[src/rtl/pipe_pkg.sv]
// Shared types and constants for the handshaked pipeline stage register.
// Storage-state encoding, performance counter width, default control bubble.
// No logic; imported by pipe_stage_reg and pipe_perf_ctr.
package pipe_pkg;

  // Occupancy of the stage: main entry only, or main plus skid entry.
  typedef enum logic [1:0] {
    EMPTY = 2'd0,
    ONE   = 2'd1,
    FULL  = 2'd2
  } stage_st_e;

  localparam int PERF_CNT_W = 32;

  // All-zero control is a no-op bubble: no register write, no memory write.
  localparam logic [15:0] CTRL_BUBBLE_DEF = 16'h0000;

endpackage

[src/rtl/pipe_perf_ctr.sv]
// Saturating event counter with synchronous clear.
// Latency: count reflects an event on the edge after it is seen.
// No backpressure; holds at all-ones instead of wrapping.
module pipe_perf_ctr
  import pipe_pkg::*;
#(
  parameter int W = PERF_CNT_W
) (
  input  logic         clk,
  input  logic         reset,
  input  logic         i_clr,
  input  logic         i_inc,
  output logic [W-1:0] o_cnt
);

  logic [W-1:0] r_cnt;

  // Count events, clear on request, stick at the maximum value.
  always_ff @(posedge clk or posedge reset) begin
    if (reset) begin
      r_cnt <= '0;
    end else if (i_clr) begin
      r_cnt <= '0;
    end else if (i_inc && (r_cnt != '1)) begin
      r_cnt <= r_cnt + W'(1);
    end
  end

  assign o_cnt = r_cnt;

endmodule

[src/rtl/pipe_stage_reg.sv]
// Handshaked pipeline stage register with a 2-entry skid buffer and flush-to-bubble.
// Latency: 1 cycle in_valid->out_valid when empty; 1 beat/cycle sustained.
// Backpressure: in_ready is registered and low only while both entries are held.
// Optional PIPE_STAGE_PERF_EN adds saturating stall/backpressure/flush counters.
module pipe_stage_reg
  import pipe_pkg::*;
#(
  parameter int                DATA_W      = 32,
  parameter int                CTRL_W      = 16,
  parameter logic [CTRL_W-1:0] CTRL_BUBBLE = CTRL_W'(CTRL_BUBBLE_DEF),
  parameter logic [DATA_W-1:0] DATA_RST    = '0
) (
  input  logic              clk,
  input  logic              reset,
  input  logic              flush,
  input  logic              in_valid,
  output logic              in_ready,
  input  logic [DATA_W-1:0] in_data,
  input  logic [CTRL_W-1:0] in_ctrl,
  output logic              out_valid,
  input  logic              out_ready,
  output logic [DATA_W-1:0] out_data,
  output logic [CTRL_W-1:0] out_ctrl
`ifdef PIPE_STAGE_PERF_EN
  ,
  output logic [PERF_CNT_W-1:0] perf_stall_cnt,
  output logic [PERF_CNT_W-1:0] perf_bp_cnt,
  output logic [PERF_CNT_W-1:0] perf_flush_cnt
`endif
);

  stage_st_e         r_state;
  stage_st_e         w_state_nxt;
  logic              r_in_ready;
  logic              w_in_ready_nxt;
  logic              w_out_valid;
  logic              w_in_xfer;
  logic              w_out_xfer;
  logic [DATA_W-1:0] r_main_data;
  logic [CTRL_W-1:0] r_main_ctrl;
  logic [DATA_W-1:0] r_skid_data;
  logic [CTRL_W-1:0] r_skid_ctrl;

  assign w_in_xfer  = in_valid & r_in_ready;
  assign w_out_xfer = w_out_valid & out_ready;

  // State register; in_ready is registered alongside so out_ready never reaches it combinationally.
  always_ff @(posedge clk or posedge reset) begin
    if (reset) begin
      r_state    <= EMPTY;
      r_in_ready <= 1'b0;
    end else begin
      r_state    <= w_state_nxt;
      r_in_ready <= w_in_ready_nxt;
    end
  end

  // Next-state: flush always empties the stage, otherwise track occupancy.
  always_comb begin
    w_state_nxt = r_state;
    if (flush) begin
      w_state_nxt = EMPTY;
    end else begin
      case (r_state)
        EMPTY:   if (w_in_xfer) w_state_nxt = ONE;
        ONE: begin
          if (w_in_xfer && !w_out_xfer)      w_state_nxt = FULL;
          else if (!w_in_xfer && w_out_xfer) w_state_nxt = EMPTY;
        end
        FULL:    if (w_out_xfer) w_state_nxt = ONE;
        default: w_state_nxt = EMPTY;
      endcase
    end
  end

  // Outputs derived from state: main-entry valid and next-cycle acceptance.
  always_comb begin
    w_out_valid    = (r_state != EMPTY);
    w_in_ready_nxt = (w_state_nxt != FULL);
  end

  // Entry storage: load main/skid on accepted input, promote skid on drain, scrub on flush.
  always_ff @(posedge clk or posedge reset) begin
    if (reset) begin
      r_main_data <= DATA_RST;
      r_main_ctrl <= CTRL_BUBBLE;
      r_skid_data <= DATA_RST;
      r_skid_ctrl <= CTRL_BUBBLE;
    end else if (flush) begin
      r_main_data <= DATA_RST;
      r_main_ctrl <= CTRL_BUBBLE;
      r_skid_data <= DATA_RST;
      r_skid_ctrl <= CTRL_BUBBLE;
    end else begin
      case (r_state)
        EMPTY: begin
          if (w_in_xfer) begin
            r_main_data <= in_data;
            r_main_ctrl <= in_ctrl;
          end
        end
        ONE: begin
          if (w_in_xfer && w_out_xfer) begin
            r_main_data <= in_data;
            r_main_ctrl <= in_ctrl;
          end else if (w_in_xfer) begin
            r_skid_data <= in_data;
            r_skid_ctrl <= in_ctrl;
          end
        end
        FULL: begin
          if (w_out_xfer) begin
            r_main_data <= r_skid_data;
            r_main_ctrl <= r_skid_ctrl;
            r_skid_data <= DATA_RST;
            r_skid_ctrl <= CTRL_BUBBLE;
          end
        end
        default: ;
      endcase
    end
  end

  assign in_ready  = r_in_ready;
  assign out_valid = w_out_valid;
  assign out_data  = r_main_data;
  // Control is masked at the output so a drained entry's stale control is never seen.
  assign out_ctrl  = w_out_valid ? r_main_ctrl : CTRL_BUBBLE;

`ifdef PIPE_STAGE_PERF_EN
  logic w_stall_ev;
  logic w_bp_ev;
  logic w_flush_ev;

  assign w_stall_ev = w_out_valid & ~out_ready;
  assign w_bp_ev    = in_valid & ~r_in_ready;
  // Main is always occupied when anything is held, so its valid covers "killed an entry".
  assign w_flush_ev = flush & w_out_valid;

  pipe_perf_ctr #(.W(PERF_CNT_W)) u_stall_ctr (
    .clk   (clk),
    .reset (reset),
    .i_clr (1'b0),
    .i_inc (w_stall_ev),
    .o_cnt (perf_stall_cnt)
  );

  pipe_perf_ctr #(.W(PERF_CNT_W)) u_bp_ctr (
    .clk   (clk),
    .reset (reset),
    .i_clr (1'b0),
    .i_inc (w_bp_ev),
    .o_cnt (perf_bp_cnt)
  );

  pipe_perf_ctr #(.W(PERF_CNT_W)) u_flush_ctr (
    .clk   (clk),
    .reset (reset),
    .i_clr (1'b0),
    .i_inc (w_flush_ev),
    .o_cnt (perf_flush_cnt)
  );
`else
  // Performance counters not built.
`endif

endmodule

[config.mk]
export PLATFORM = sky130hd
export DESIGN_NAME = pipe_stage_reg
export DESIGN_NICKNAME = d
export VERILOG_FILES = /design/src/rtl/pipe_pkg.sv /design/src/rtl/pipe_perf_ctr.sv /design/src/rtl/pipe_stage_reg.sv
export SDC_FILE = /design/constraint.sdc
export NUM_CORES = 1
export LEC_CHECK = 0
export ABC_AREA = 1
export CORE_MARGIN = 2
export CORE_UTILIZATION = 52
export CTS_BUF_LIST = sky130_fd_sc_hd__clkbuf_8
export CTS_CLUSTER_DIAMETER = 120
export CTS_CLUSTER_SIZE = 14
export DETAILED_ROUTE_END_ITERATION = 6
export MAX_ROUTING_LAYER = met4
export PLACE_DENSITY = 0.81
export RECOVER_POWER = 100
export SLEW_MARGIN = 40
export SYNTH_ARGS = -nofsm -noshare
export SYNTH_HDL_FRONTEND = slang
export SYNTH_SLANG_ARGS = --single-unit
[constraint.sdc]
create_clock -name clk -period 3.6 [get_ports clk]
set_clock_uncertainty 0.1 [all_clocks]
set_input_delay 0.54 -clock clk [delete_from_list [all_inputs] [get_ports clk]]
set_output_delay 0.54 -clock clk [all_outputs]
set_load 0.02 [all_outputs]
==> run summary <==
minimum clock period: 2.997 ns
Setup crit start kind: primary input
Core Util, Final: 0.6805
crit path from: flush
Worst Setup End Kind: register
Reg-to-Reg Start: r_state[0]
total routed wirelength: 12560 um
largest net degree at the start of global routing: 86
Comb pwr share: 0.210
status: finished, violations left
synth cell count leaders: 253 x nand2_1, 145 x nand3_1, 99 x dfrtp_1
Pint: 1.918 mW
final setup violating endpoints: 0
top-area cell type share of the netlist area: 0.4967
Non-Filler Instances: 861
# diodes: 0
synth warn: 0
NetSw: 783.9 uW
category of the most critical setup path: in2reg
HPWL Detailed: 8114 um
DP Cell Count: 846
most numerous cell in the Yosys netlist: nand2_1
initial antenna violation count: 0
R2R setup slack: 0.90 ns
switching share of power: 0.2902
number of global-route vias before repair: 4600
vias per cell: 5.509
post-synthesis sequential area ratio: 0.4967
I/O pin cnt: 103
clock share of power: 0.307
Hold Crit Class: reg2reg
number of enable flip-flop cells after synthesis: 0
flops & latches, synth: 99
Die Ht: 101.9 um
syn nets: 704
Area contributors post-synth: dfrtp_1 50%, nand2_1 19%, nand3_1 15%, nand3b_1 7.2%, buf_2 1.8%
Max stage delay on crit path: 0.57 ns
global-route wire length before repair: 21070 um
Max Clk Rate: 0.3337 GHz
register share of total power: 0.482
Wirelength per Cell: 14.58 um
RSZ-0062 raised after global routing: no
# rows: 35
clk sinks: 99
Post-Syn Area per Cell: 7.661 sq um
Req. time, crit path: 3.80 ns
router iterations before antenna repair: 6
clock-pin slew on the worst setup and hold paths: 0.09 ns
effective utilization at floorplan: 0.5372
Post-CTS Resized: 0
total grt overflow: 0
cts hold-fix bufs: 0
DR vias: 4743
core area: 0.009284 sq mm
antenna viol nets, final: 0
Syn Inst Count: 651
Final Hold Fails: 0
DIE WIDTH: 101.9 um
worst vdd ir: 0.2371 mV
global placement routability congestion: 0.8335
Top cell by count, worst path: nand2_1
port bufs: 102
P per Cell Area: 427.7 mW/mm^2
Area after DPL: 0.006106 sq mm
failing checks: max-capacitance violations, max-slew violations
actual slew at the worst max-slew pin: 1.779 ns
ys async rst share: 1.000
number of max-cap violations: 2
setup_tns: 0 ns
leak pwr: 3.334 nW
H-tree depth: 3
Netlist cell types: 17
Slew headroom: -0.1860
Arr. time, crit path: 3.20 ns
synthesized cell area: 0.004987 sq mm
later-pin clock latency in the skew report: 0.35 ns
drt initial violations: 257
reg2reg end: r_skid_data[29]
critical path fanouts, max: 25
Main synth FF type: dfrtp_1
fin area: 0.006317 sq mm
FF-to-FF path depth: 10
postcts setup bufs: 0
final slew viol count: 127
root buffer cell: clkbuf_8
# DRC: 0
critical path, cell by cell: dlygate4sd3_1 > inv_1 > nand2_1 > nor2_1 > nor2_4 > buf_8 > buf_8 > nand2_2 > clkbuf_1 > nand2_1 > nand2_1
area leader, netlist: dfrtp_1
fraction of layout cells with a size suffix above 1: 0.04645
Critical Path End: r_skid_data[29]
clock tree buffer depth: 2
Final period util: 0.8325
Die ar.: 0.01039 sq mm
# nets final: 781
CTS buffer count: 9
final hold slack: 0.3733 ns
Synth-to-Final Area Change: 26.67%
CTS tree: built
slowest stage cell on the critical path: dlygate4sd3_1
GRT Total Usage: 0.2620
[flip-flops by register name, indices dropped and copies added, names as in the netlist]
signal,flops
in_ready,1
out_data,32
r_main_ctrl,16
r_skid_ctrl,16
r_skid_data,32
r_state,2
[placed cells by master (no fill, tap or decap), types with 3 or more instances in the layout]
master and n:
dfrtp_1 99, nand3_1 145, bufinv_16 3, nand3b_1 48
dlygate4sd3_1 52, nor2_4 3, nand2_2 4, buf_4 6
nand2_1 250, nor2_1 23, buf_8 4, clkdlybuf4s50_1 50
clkbuf_1 4, inv_1 23, clkbuf_8 9
[through the flow]
stage | worst slack [ns] | total power, mW
final | 0.6032 | 2.702
after global routing | 0.3603 | 2.843
after CTS | 0.7918 | 2.747
after detailed placement | 0.5285 | 1.914
after global placement | 0.1777 | 1.888
after floorplan | 0.3696 | 1.661
[worst min-delay path by stage]
| stage | start | to | slack, ns | cells after the start |
|---|---|---|---|---|
| CTS | r_main_ctrl[2] | r_main_ctrl[2] | 0.38 | 2 |
| global placement | r_main_ctrl[12] | r_main_ctrl[12] | 0.35 | 2 |
| detailed placement | r_main_ctrl[2] | r_main_ctrl[2] | 0.36 | 2 |
| global route | out_data[29] | out_data[29] | 0.40 | 2 |
| floorplan | r_main_ctrl[0] | r_main_ctrl[0] | 0.34 | 2 |
| finish | out_data[28] | out_data[28] | 0.37 | 2 |
[power groups by stage]
stage | Combinational, mW | Clock (mW) | Sequential (mW)
6_report | 0.568 | 0.831 | 1.30
4_1_cts | 0.595 | 0.849 | 1.30
3_3_place_gp | 0.569 | 0 | 1.32
2_1_floorplan | 0.302 | 0 | 1.36
3_5_place_dp | 0.592 | 0 | 1.32
5_1_grt | 0.628 | 0.897 | 1.32
[final cells by class]
| type | instances | area [sq um] |
|---|---|---|
| Clock inverter | 6 | 106.4 |
| Timing Repair Buffer | 117 | 1161 |
| Multi-Input combinational cell | 477 | 2193 |
| Clock buffer | 9 | 123.9 |
| Sequential cell | 99 | 2477 |
| Fill cell | 779 | 2967 |
| Inverter | 24 | 93.84 |
| Tap cell | 129 | 161.4 |
[logic make-up (layout without fill, tap and decap cells)]
kind of cell / Yosys count / after routing / synth area share
compound gates: 3 / 3 / 0.003511
simple gates: 474 / 474 / 0.4313
flops: 99 / 99 / 0.4967
buf+inv: 75 / 156 / 0.06849
[per-layer routing]
| metal | vias to the layer above | track usage | share of wire |
|---|---|---|---|
| met2 | 196 | 0.4175 | 0.47 |
| li1 | 2246 | - | - |
| met3 | 23 | 0.04651 | 0.061 |
| met5 | - | - | 0 |
| met1 | 2278 | 0.3438 | 0.45 |
| met4 | 0 | 0.08308 | 0.019 |
[critical path: cells and delay by family]
kind | cells | cell delay, ns
buffers and inverters | 5 | 1.50
and+or+nand+nor | 6 | 1.14
Note: power is estimated with default switching activity, not from simulation.
